`src/rtl/multi_tone_phase_gen.sv`:
```
// ============================================================================
// multi_tone_phase_gen : N-channel wrapped-phase accumulator bank, round-robin
//                        onto one AXI-Stream phase output for the CORDIC core.
// Revision: 1.0 - initial release
// ============================================================================
`default_nettype none

module multi_tone_phase_gen #(
  parameter int            N_CH   = 2,
  parameter int            CH_W   = 1,
  parameter int            W      = 16,
  parameter logic [W-1:0]  PI_POS = 16'h6488
) (
  input  logic            cordic_clk,
  input  logic            RSTN,
  input  logic            enable,
  input  logic            sync_clr,
  input  logic            cfg_we,
  input  logic [CH_W-1:0] cfg_ch,
  input  logic [W-1:0]    cfg_inc,
  output logic            cfg_err,
  output logic            m_axis_phase_tvalid,
  input  logic            m_axis_phase_tready,
  output logic [W-1:0]    m_axis_phase_tdata,
  output logic [CH_W-1:0] m_axis_phase_tuser,
  output logic            m_axis_phase_tlast
);

  localparam logic signed [W+1:0] c_pi   = $signed({2'b00, PI_POS});
  localparam logic signed [W+1:0] c_npi  = -c_pi;
  localparam logic signed [W+1:0] c_2pi  = $signed({1'b0, PI_POS, 1'b0});
  localparam logic [CH_W-1:0]     c_last = CH_W'(N_CH - 1);
  localparam logic [CH_W:0]       c_nch  = (CH_W + 1)'(N_CH);

  typedef enum logic [0:0] {
    IDLE = 1'b0,
    RUN  = 1'b1
  } state_t;

  state_t            r_state;
  logic [CH_W-1:0]   r_ptr;
  logic              r_tvalid;
  logic [W-1:0]      r_tdata;
  logic [CH_W-1:0]   r_tuser;
  logic              r_tlast;
  logic              r_cfg_err;

  logic [W-1:0]      r_acc [N_CH];
  logic [W-1:0]      r_inc [N_CH];

  logic              w_hs;
  logic              w_cfg_ok;
  logic [CH_W-1:0]   w_nptr;
  logic [W-1:0]      w_acc_cur;
  logic [W-1:0]      w_inc_cur;
  logic [W-1:0]      w_acc_nxt;
  logic signed [W+1:0] w_sum;
  logic signed [W+1:0] w_wrap_full;
  logic signed [W+1:0] w_cfg_ext;
  logic [W-1:0]      w_wrapped;

  assign w_hs   = r_tvalid & m_axis_phase_tready;
  assign w_nptr = (r_ptr == c_last) ? '0 : r_ptr + CH_W'(1);

  always_comb begin
    w_acc_cur = '0;
    w_inc_cur = '0;
    w_acc_nxt = '0;
    for (int i = 0; i < N_CH; i++) begin
      if (r_ptr == CH_W'(i)) begin
        w_acc_cur = r_acc[i];
        w_inc_cur = r_inc[i];
      end
      if (w_nptr == CH_W'(i)) begin
        w_acc_nxt = r_acc[i];
      end
    end
  end

  // Sum at extra precision so the fold back into [-pi, pi) is exact.
  assign w_sum = $signed({{2{w_acc_cur[W-1]}}, w_acc_cur})
               + $signed({{2{w_inc_cur[W-1]}}, w_inc_cur});

  always_comb begin
    if (w_sum >= c_pi) begin
      w_wrap_full = w_sum - c_2pi;
    end else if (w_sum < c_npi) begin
      w_wrap_full = w_sum + c_2pi;
    end else begin
      w_wrap_full = w_sum;
    end
  end

  assign w_wrapped = w_wrap_full[W-1:0];

  assign w_cfg_ext = $signed({{2{cfg_inc[W-1]}}, cfg_inc});
  assign w_cfg_ok  = ({1'b0, cfg_ch} < c_nch) && (w_cfg_ext < c_pi) && (w_cfg_ext > c_npi);

  for (genvar i = 0; i < N_CH; i++) begin : g_ch
    always_ff @(posedge cordic_clk or negedge RSTN) begin
      if (!RSTN) begin
        r_acc[i] <= '0;
        r_inc[i] <= '0;
      end else begin
        if (sync_clr) begin
          r_acc[i] <= '0;
        end else if (w_hs && (r_ptr == CH_W'(i))) begin
          r_acc[i] <= w_wrapped;
        end
        if (cfg_we && !sync_clr && w_cfg_ok && (cfg_ch == CH_W'(i))) begin
          r_inc[i] <= cfg_inc;
        end
      end
    end
  end

  always_ff @(posedge cordic_clk or negedge RSTN) begin
    if (!RSTN) begin
      r_state   <= IDLE;
      r_ptr     <= '0;
      r_tvalid  <= 1'b0;
      r_tdata   <= '0;
      r_tuser   <= '0;
      r_tlast   <= 1'b0;
      r_cfg_err <= 1'b0;
    end else begin
      r_cfg_err <= cfg_we & ~sync_clr & ~w_cfg_ok;
      if (sync_clr) begin
        r_state  <= IDLE;
        r_ptr    <= '0;
        r_tvalid <= 1'b0;
        r_tdata  <= '0;
        r_tuser  <= '0;
        r_tlast  <= 1'b0;
      end else begin
        case (r_state)
          IDLE: begin
            if (enable) begin
              r_state  <= RUN;
              r_tvalid <= 1'b1;
              r_tdata  <= w_acc_cur;
              r_tuser  <= r_ptr;
              r_tlast  <= (r_ptr == c_last);
            end
          end
          RUN: begin
            // A presented beat is only retired by a handshake, never by enable.
            if (w_hs) begin
              r_ptr <= w_nptr;
              if (enable) begin
                r_tdata <= w_acc_nxt;
                r_tuser <= w_nptr;
                r_tlast <= (w_nptr == c_last);
              end else begin
                r_state  <= IDLE;
                r_tvalid <= 1'b0;
              end
            end
          end
          default: begin
            r_state  <= IDLE;
            r_tvalid <= 1'b0;
          end
        endcase
      end
    end
  end

  assign cfg_err             = r_cfg_err;
  assign m_axis_phase_tvalid = r_tvalid;
  assign m_axis_phase_tdata  = r_tdata;
  assign m_axis_phase_tuser  = r_tuser;
  assign m_axis_phase_tlast  = r_tlast;

endmodule

`default_nettype wire

```
`config.mk`:
```
export PLATFORM = sky130hd
export DESIGN_NAME = multi_tone_phase_gen
export DESIGN_NICKNAME = d
export VERILOG_FILES = /design/src/rtl/multi_tone_phase_gen.sv
export SDC_FILE = /design/constraint.sdc
export NUM_CORES = 1
export LEC_CHECK = 0
export CAP_MARGIN = 10
export CORE_MARGIN = 2
export CORE_UTILIZATION = 60
export DETAILED_ROUTE_END_ITERATION = 10
export PLACE_DENSITY_LB_ADDON = 0.25
export SYNTH_ARGS = -nofsm -noshare
export SYNTH_HDL_FRONTEND = slang
export SYNTH_SLANG_ARGS = --single-unit
```
`constraint.sdc`:
```
create_clock -name cordic_clk -period 5.61 [get_ports cordic_clk]
set_input_delay 1.122 -clock cordic_clk [delete_from_list [all_inputs] [get_ports cordic_clk]]
set_output_delay 1.122 -clock cordic_clk [all_outputs]
set_load 0.05 [all_outputs]
```
==> impl_metrics.csv <==
group,metric,value,unit
critical_path,cp_num_buf_inv,1,
critical_path,arrival,5.44,ns
critical_path,rr_worst_depth,12,
global_route,grtUsageTotal,0.294,
layout,final_cells,752,
synthesis,yosys-top-cells-area,"dfrtp_1 37%, mux2_2 13%, nand2_1 4.8%",
synthesis,syn_area,5790,sq um
clock_network,cts_hold_buffers,0,
placed_design,port_buffers,42,
synthesis,synth_warnings,0,
critical_path,worstPathCellList,"buf_4 > mux2_2 > ha_1 > o211ai_1 > o21a_1 > o21ai_1 > a211oi_1 > xnor2_1 > o311ai_2 > a2111oi_0 > a311oi_1 > a2111oi_2",
timing,finalClockSkew,0.0150,ns
clock_network,cts-root-buf,"clkbuf_8",
clock_network,cts_resized,0,
layout,antennaDiodeCount,0,
layout,layout-drive-gt1-share,0.189,
global_route,antenna_found_initial,0,
timing,min_period,5.17,ns
timing,hold_viol_final,0,
timing,rsz0062_at_grt,"no",
min_path,min_path_type,"reg2reg",
detailed_routing,ant_nets,0,
synthesis,seq_area_frac_synth,0.367,
min_path,whs_endpoint,"m_axis_phase_tdata[14]",
timing,whs,0.480,ns
detailed_routing,viasPerCell,6.63,
timing,setup_viol,0,
global_route,grt_start_max_net_pins,86,
synthesis,syn_avg_cell_area,9.77,sq um
critical_path,r2r_start,"r_ptr",
floorplanning,ioPinCount,43,
layout,multiInputGateArea,3490,sq um
floorplanning,die_x,102,microns
layout,layout.nets,662,
layout,fin_util,0.702,
critical_path,r2r-end,"r_acc[10]",
timing,fin_ws,0.436,ns
min_path,whs_path_depth,2,
synthesis,ys.flop_type,"dfrtp_1",
floorplanning,rows,35,
timing,slew_violations,0,
layout,area_growth,12.4,%
critical_path,crit_family,"compound AO/OA/AOI/OAI gates",
global_route,grt_pass1_vias,4664,
synthesis,ys_seq_elements,85,
synthesis,synth_top_area_share,0.367,
synthesis,async_reset_ff_frac,1.00,
clock_network,clock_latency,0.37,ns
critical_path,critical_path_peak_fanout,11,
clock_network,clkTransAtPathRegs,0.10,ns
critical_path,slowest_stage,"a2111oi_0",
synthesis,synthCells,593,
synthesis,netlist_top_cells_count,"85 x dfrtp_1, 74 x nand2_1, 65 x mux2_2",
detailed_routing,wirelength,14700,microns
clock_network,clkSinkCount,85,
synthesis,synth_edf_count,0,
critical_path,critPathMaxStageDelay,0.89,ns
critical_path,end_kind,"flop",
placed_design,dp_hpwl,10600,microns
power_and_ir_drop,p_leak,2.67,nW
critical_path,reg2reg_slack,0.44,ns
critical_path,crit_path_start_kind,"flop",
placed_design,dp_slack,0.613,ns
outcome,outcome,"complete, no violations",
detailed_routing,drcViolationCount,0,
power_and_ir_drop,power_density,523,nW/um^2
floorplanning,fp.dieH,102,microns
clock_network,cts_buffer_depth,2,
synthesis,yosysMostFrequentCell,"dfrtp_1",
floorplanning,start_util,0.624,
flow_run,max_cap_violations,0,
timing,fin_crit_sh,0.922,
placed_design,place.gp.congestion,1.03,
placed_design,dp.cells,737,
layout,fin_area,6520,sq um
floorplanning,dieArea,10500,sq um
layout,fill_cells,738,
global_route,grt_overflow_total,0,
clock_network,h-tree-depth,3,
layout,regArea,2130,sq um
detailed_routing,dr.pass1.iters,5,
power_and_ir_drop,power,3.41,mW
timing,max_freq,193,MHz
placed_design,dpl_cell_area,6320,sq um
timing,tns,0,ns
clock_network,postCtsSetupRepairBufs,0,
min_path,min_from,"m_axis_phase_tdata[14]",
timing,worst_pin_slew,1.04,ns
detailed_routing,wl_per_cell,19.5,microns
global_route,grt_first_pass_wirelength,23900,microns
clock_network,cts_tree,"done",
detailed_routing,first_iter_violations,400,
clock_network,numCtsBuffers,9,
power_and_ir_drop,ir_drop,0.241,mV
floorplanning,core-area,9280,sq um
synthesis,syn_nets,636,
synthesis,synth.largest_area_cell,"dfrtp_1",
critical_path,crit_type,"reg2reg",
detailed_routing,vias,4982,
critical_path,worstPathRequired,5.87,ns
synthesis,synth.distinct_cells,77,
timing,max_slew_margin,0.305,
[layout make-up]
class	count	share of cell area
timing repair buffer	53	0.0787
tap	129	0.0248
sequential	85	0.326
multi-input combinational	462	0.535
inverter	8	0.00461
clock buffer	9	0.0190
clock inverter	6	0.0109
[where the power goes]
part	switching [mW]	total, mW	leakage, nW	internal, mW
Clock	0.243	0.451	0.0976	0.208
Sequential	0.0684	0.788	1.10	0.719
Combinational	1.39	2.17	1.47	0.772
[state kept, by name (all words and copies together), names as in the netlist]
| register | cells |
|---|---|
| r_state | 1 |
| cfg_err | 1 |
| r_inc | 32 |
| m_axis_phase_tlast | 1 |
| r_acc | 32 |
| r_ptr | 1 |
| m_axis_phase_tdata | 16 |
| m_axis_phase_tvalid | 1 |
[worst max path at each step]
stage	start	end	slack, ns	depth (start not counted)
after floorplan	r_ptr	r_acc[10]	0.82	14
after global placement	r_ptr	r_acc[31]	0.80	12
after detailed placement	r_ptr	r_acc[31]	0.61	12
after CTS	r_ptr	r_acc[10]	0.59	12
after global routing	r_ptr	r_acc[10]	0.14	12
final	r_ptr	r_acc[10]	0.44	12
[cells in the final DEF (no fill, tap or decap), types with 10 or more instances in the layout]
| master | synthesis | routed |
|---|---|---|
| a211oi_1 | 10 | 10 |
| nor2_1 | 40 | 40 |
| dfrtp_1 | 85 | 85 |
| o31ai_1 | 20 | 20 |
| o21ai_0 | 15 | 15 |
| clkdlybuf4s50_1 | 0 | 41 |
| nor3_1 | 11 | 11 |
| xnor2_1 | 10 | 10 |
| mux2_2 | 65 | 65 |
| nand2_1 | 74 | 74 |
| a21oi_1 | 23 | 22 |
| mux2i_1 | 16 | 16 |
| buf_4 | 3 | 11 |
| nand3_1 | 17 | 17 |
| o211ai_1 | 12 | 12 |
| ha_1 | 19 | 19 |
[metal layers]
| layer | track usage | wire length [microns] | vias to the layer above | share of wire |
|---|---|---|---|---|
| met5 | 0 | 0 | - | 0 |
| met4 | 0.0985 | 221 | 0 | 0.015 |
| met3 | 0.0349 | 932 | 24 | 0.063 |
| met2 | 0.466 | 6830 | 195 | 0.47 |
| met1 | 0.422 | 6700 | 2467 | 0.46 |
| li1 | - | - | 2296 | - |
[tightest hold or removal path, delay by kind of cell (launching register included)]
family / cells / cell delay [ns]
flops: 1 / 0.35
compound gates: 1 / 0.05
simple gates: 1 / 0.05
[cells by family (layout without fill, tap and decap cells)]
logic type,Yosys count,after routing,synth area share
AO/OA/AOI/OAI,170,170,0.235
XOR/XNOR,18,18,0.0298
adder cells (fa/ha/maj),20,20,0.0445
buffers and inverters,46,76,0.0339
flip-flops,85,85,0.367
multiplexers,81,81,0.154
AND/OR/NAND/NOR,173,173,0.136
Note: power is estimated with default switching activity, not from simulation.
